## src/rtl/cla_pkg.sv

```systemverilog
// cla_pkg: shared slice width and result type for the 32-bit carry-lookahead slices.
package cla_pkg;
    localparam int CLA_SLICE_W = 32;
    typedef struct packed {
        logic [CLA_SLICE_W-1:0] sum;
        logic                   co;
    } cla_res_t;
endpackage

```

## src/rtl/cla_32bits.sv

```systemverilog
// cla_32bits: combinational 32-bit carry-lookahead adder slice.
// 4-bit lookahead groups feed a group-level carry chain.
module cla_32bits
    import cla_pkg::*;
(
    input  logic [CLA_SLICE_W-1:0] a,
    input  logic [CLA_SLICE_W-1:0] b,
    input  logic                   ci,
    output cla_res_t               res
);
    logic [CLA_SLICE_W-1:0] g, p, c;
    logic [7:0] gg, pg;
    logic [8:0] cg;
    always_comb begin
        g = a & b;
        p = a ^ b;
        c = '0;
        gg = '0;
        pg = '0;
        cg = '0;
        cg[0] = ci;
        for (int k = 0; k < 8; k++) begin
            c[4*k]   = cg[k];
            c[4*k+1] = g[4*k] | (p[4*k] & cg[k]);
            c[4*k+2] = g[4*k+1] | (p[4*k+1] & g[4*k]) | (p[4*k+1] & p[4*k] & cg[k]);
            c[4*k+3] = g[4*k+2] | (p[4*k+2] & g[4*k+1]) | (p[4*k+2] & p[4*k+1] & g[4*k])
                     | (p[4*k+2] & p[4*k+1] & p[4*k] & cg[k]);
            gg[k] = g[4*k+3] | (p[4*k+3] & g[4*k+2]) | (p[4*k+3] & p[4*k+2] & g[4*k+1])
                  | (p[4*k+3] & p[4*k+2] & p[4*k+1] & g[4*k]);
            pg[k] = &p[4*k +: 4];
            cg[k+1] = gg[k] | (pg[k] & cg[k]);
        end
    end
    assign res.sum = p ^ c;
    assign res.co  = cg[8];
endmodule

```

## src/rtl/cla_add_pipe_64.sv

```systemverilog
// cla_add_pipe_64: 2-stage valid/ready 64-bit adder; low half in stage 1, high half in stage 2.
// Define CLA_ADD_PIPE_OVF_EN to add the signed-overflow output ovf.
module cla_add_pipe_64
    import cla_pkg::*;
#(
    parameter int WIDTH = 64
) (
    input  logic             clk,
    input  logic             rst_n,
    input  logic             in_valid,
    output logic             in_ready,
    input  logic [WIDTH-1:0] a,
    input  logic [WIDTH-1:0] b,
    input  logic             ci,
    output logic             out_valid,
    input  logic             out_ready,
    output logic [WIDTH-1:0] s,
`ifdef CLA_ADD_PIPE_OVF_EN
    output logic             ovf,
`endif
    output logic             co
);
    localparam int HALF = WIDTH / 2;

    if (WIDTH != 2 * CLA_SLICE_W) begin : g_bad_width
        $error("cla_add_pipe_64: WIDTH must equal 2*CLA_SLICE_W");
    end

    logic            v1, v2, rdy1, rdy2, c_mid;
    logic [HALF-1:0] lo_sum, a_hi, b_hi;
    cla_res_t        lo_res, hi_res;

    cla_32bits u_cla_lo (.a(a[HALF-1:0]), .b(b[HALF-1:0]), .ci(ci), .res(lo_res));
    cla_32bits u_cla_hi (.a(a_hi), .b(b_hi), .ci(c_mid), .res(hi_res));

    assign rdy2      = !v2 || out_ready;
    assign rdy1      = !v1 || rdy2;
    assign in_ready  = rdy1;
    assign out_valid = v2;

    always_ff @(posedge clk or negedge rst_n) begin
        if (!rst_n) begin
            v1     <= 1'b0;
            lo_sum <= '0;
            c_mid  <= 1'b0;
            a_hi   <= '0;
            b_hi   <= '0;
            v2     <= 1'b0;
            s      <= '0;
            co     <= 1'b0;
        end else begin
            if (rdy1) v1 <= in_valid;
            if (rdy1 && in_valid) begin
                lo_sum <= lo_res.sum;
                c_mid  <= lo_res.co;
                a_hi   <= a[WIDTH-1:HALF];
                b_hi   <= b[WIDTH-1:HALF];
            end
            if (rdy2) v2 <= v1;
            if (rdy2 && v1) begin
                s  <= {hi_res.sum, lo_sum};
                co <= hi_res.co;
            end
        end
    end

`ifdef CLA_ADD_PIPE_OVF_EN
    // Same-sign operands whose sum flips sign overflow.
    always_ff @(posedge clk or negedge rst_n) begin
        if (!rst_n) ovf <= 1'b0;
        else if (rdy2 && v1) ovf <= (a_hi[HALF-1] ~^ b_hi[HALF-1]) & (hi_res.sum[HALF-1] ^ a_hi[HALF-1]);
    end
`endif
endmodule
```

## config.mk

```make
export PLATFORM = sky130hd
export DESIGN_NAME = cla_add_pipe_64
export DESIGN_NICKNAME = d
export VERILOG_FILES = /design/src/rtl/cla_pkg.sv /design/src/rtl/cla_32bits.sv /design/src/rtl/cla_add_pipe_64.sv
export SDC_FILE = /design/constraint.sdc
export NUM_CORES = 1
export LEC_CHECK = 0
export ABC_AREA = 1
export BUFFER_PORTS_ARGS = -buffer_cell sky130_fd_sc_hd__buf_4
export CORE_MARGIN = 2
export CORE_UTILIZATION = 55
export DETAILED_ROUTE_END_ITERATION = 16
export PLACE_DENSITY_LB_ADDON = 0.15
export REMOVE_ABC_BUFFERS = 1
export SYNTH_ARGS = -nofsm -noshare
export SYNTH_HDL_FRONTEND = slang
export SYNTH_SLANG_ARGS = --single-unit
```

## constraint.sdc

```tcl
create_clock -name clk -period 2.65 [get_ports clk]
set_input_delay 0.265 -clock clk [delete_from_list [all_inputs] [get_ports clk]]
set_output_delay 0.265 -clock clk [all_outputs]
set_load 0.05 [all_outputs]
```

==> impl_metrics.json <==
{
  "status": "finished, final reports clean",
  "powerDensity_mw_per_mm2": 936,
  "drv_cap": 0,
  "die_x_um": 130,
  "grt_use_met2_pct": 39.4,
  "dp_slack_ps": 16.4,
  "path_buf_inv": 0,
  "syn_inst": 1012,
  "die-area_mm2": 0.0168,
  "ys_warn_count": 0,
  "rr_worst_depth": 16,
  "clkSlewWorstSetupHoldPaths_ps": 70,
  "grt_first_pass_wirelength_um": 32000,
  "grtUsageMet3_pct": 5.90,
  "hold_viol": 0,
  "cp-endpoint": "s[60]",
  "cts_tree": "done",
  "ys_seq_area_share_pct": 47.2,
  "synthesis.area_mm2": 0.00870,
  "power.total_mw": 10.5,
  "skew_ps": 10.3,
  "path_delay_family": "adder cells",
  "synth.area.top_cells": "dfrtp_1, nand2_1, ha_1, fa_1, nand2_4",
  "async_flop_share_pct": 100,
  "slew_headroom_pct": 62.0,
  "ys_ff_latch": 164,
  "cts_sinks": 164,
  "n_fill_cell": 1222,
  "arrival_ps": 2950,
  "crit_required_ps": 3020,
  "port_buffers": 199,
  "wl_per_cell_um": 13.7,
  "avgSynthCellArea_um2": 8.60,
  "synth_top_area_share_pct": 47.2,
  "reg2reg_from": "a_hi[10]",
  "layout-drive-gt1-share_pct": 25.5,
  "min_period_ps": 2580,
  "htreeDepth": 4,
  "nets": 1425,
  "path_max_fanout": 3,
  "cp-startpoint": "a_hi[10]",
  "dp_hpwl_um": 13800,
  "synthDistinctLibCells": 28,
  "slowest_stage": "fa_2",
  "report.final.slew_viol_count": 0,
  "synth_largest_area_cell": "dfrtp_1",
  "cp_slowest_stage_delay_ps": 580,
  "finalWeightedCongestion": 0.804,
  "path_cells": "ha_1 -> nand2_1 -> nor2_1 -> a211oi_2 -> nand2_4 -> nand2_4 -> nand2_4 -> nand2_4 -> nand2_4 -> nand2_4 -> nand2_4 -> nand2_4 -> nand2_4 -> fa_2 -> nand2_2 -> nand2_1",
  "ant_nets": 0,
  "grt_antenna_before_repair": 0,
  "grt_pass1_vias": 6834,
  "r2r_end": "s[60]",
  "drt-pass1-iter-count": 7,
  "tightest_slew_ps": 570,
  "drcViolationCount": 0,
  "synth_edf_count": 0,
  "gr-usage-met1_pct": 31.4,
  "worstHoldStart": "b[38]",
  "dpl_cell_area_mm2": 0.0105,
  "drtIter0Drc": 308,
  "rrSetupSlack_ps": 70,
  "p_leak_nw": 6.10,
  "area_growth_syn_to_layout_pct": 29.4,
  "worst-setup-path-type": "register to register",
  "fmax_mhz": 387,
  "min_path_type": "input port to register",
  "coreArea_mm2": 0.0153,
  "drt-total-wl_um": 19700,
  "die_h_um": 130,
  "io_pins": 200,
  "hold_depth": 3,
  "rows": 45,
  "insertedDiodeCount": 0,
  "gr-usage-all-layers_pct": 24.1,
  "busiest_layer": "met2",
  "cts-root-buf": "clkbuf_16",
  "path_depth": 16,
  "start_util_pct": 56.8,
  "fin_crit_sh_pct": 97.5,
  "clock_path_buffers": 2,
  "ir_drop_mv": 0.543,
  "setup.worst_path.start_class": "register",
  "grt_max_degree": 115,
  "cts_buffers": 17,
  "finalSetupViolations": 0,
  "path_common_cell": "nand2_4",
  "synth_ff_type": "dfrtp_1",
  "worst_slack_ps": 66.9,
  "grt-ovfl-total": 0,
  "routed_via_density": 4.97,
  "via_count": 7136,
  "final_area_mm2": 0.0113,
  "end_kind": "register",
  "clock_latency_ps": 430
}
[routing by layer]
metal  vias up  share of wire (%)
met2       178                 50
met5         -                  0
met1      3323                 42
met3        36                5.8
met4         0                2.6
li1       3599                  -
[tightest hold or removal path: stages]
cell and delay [ps]:
buf_4 70, nand2_1 40, nand2_1 40
[cells in the final DEF, fill, tap and decap left out, types with 2 or more instances in the layout]
cell	count
clkbuf_16	17
nand3_1	31
nand2_2	18
fa_1	15
nor2_1	27
o21bai_1	2
a21oi_1	29
inv_1	45
dfrtp_1	164
inv_2	4
nand2_1	451
o21ai_1	4
buf_12	5
nand2_4	23
inv_6	5
buf_4	207
clkinv_4	4
nor3_1	5
o21ai_0	41
a31oi_1	2
ha_1	55
a21oi_2	8
inv_8	2
xnor2_1	17
a211oi_1	5
ha_4	9
xor2_1	17
a211oi_2	2
[through the flow]
stage / cells / hold WS, ps / TNS (ps) / utilization, %
after floorplan: 979 / -30.6 / -176120 / -
after global placement: 1398 / 266 / 0 / 68.4
after detailed placement: 1398 / 266 / 0 / 68.4
after CTS: 1431 / 4.71 / 0 / 72.3
after global routing: 1436 / 13.5 / -59.8 / 73.5
final: 1436 / 19.8 / 0 / 73.5
[flip-flops by register name, indices dropped and copies added (netlist names)]
register and count:
v1 1, lo_sum 32, co 1, out_valid 1, a_hi 32, b_hi 32
s 64, c_mid 1
[cells by family after synthesis]
| family | share of synthesized area (%) |
|---|---|
| AND/OR/NAND/NOR | 26.9 |
| XOR/XNOR | 3.42 |
| adder cells (fa/ha/maj) | 12.9 |
| AO/OA/AOI/OAI | 6.02 |
| flip-flops | 47.2 |
| buffers and inverters | 3.61 |
[cell type report]
cell class / count / area [um^2] / area share (%)
clock buffer: 19 / 443 / 3.93
tap: 211 / 264 / 2.34
clock inverter: 13 / 139 / 1.23
timing repair buffer: 214 / 1680 / 14.9
sequential: 164 / 4100 / 36.4
multi-input combinational: 766 / 4450 / 39.5
inverter: 49 / 184 / 1.63
[synthesized netlist by cell type (3+ instances only)]
library cell / n
nand2_1: 455
dfrtp_1: 164
ha_1: 64
inv_1: 45
o21ai_0: 41
a21oi_1: 32
nand3_1: 31
clkbuf_1: 27
nor2_1: 27
nand2_4: 19
nand2_2: 18
xnor2_1: 17
xor2_1: 17
fa_1: 16
a211oi_1: 6
a21oi_2: 5
nor3_1: 5
inv_2: 4
o21ai_1: 4
buf_1: 3
[report_power, final]
group          switching (mW)  internal, mW  total [mW]
combinational            2.98          1.51        4.50
sequential              0.439          3.18        3.62
clock                    1.07          1.35        2.42
[repair_timing]
action	CTS	global route
endpoints found under the setup margin	0	3
hold buffers	1	0
setup buffers	0	5
hold endpoints to repair	54	0
resized for setup	0	19
[worst min path at each step]
stage | endpoint | slack, ps
after detailed placement | s[39] | 270
after floorplan | a_hi[0] | -30
final | b_hi[6] | 20
after global routing | a_hi[23] | 10
after CTS | b_hi[6] | 5
after global placement | out_valid | 270
No activity file was read; power rests on OpenSTA's default activity.
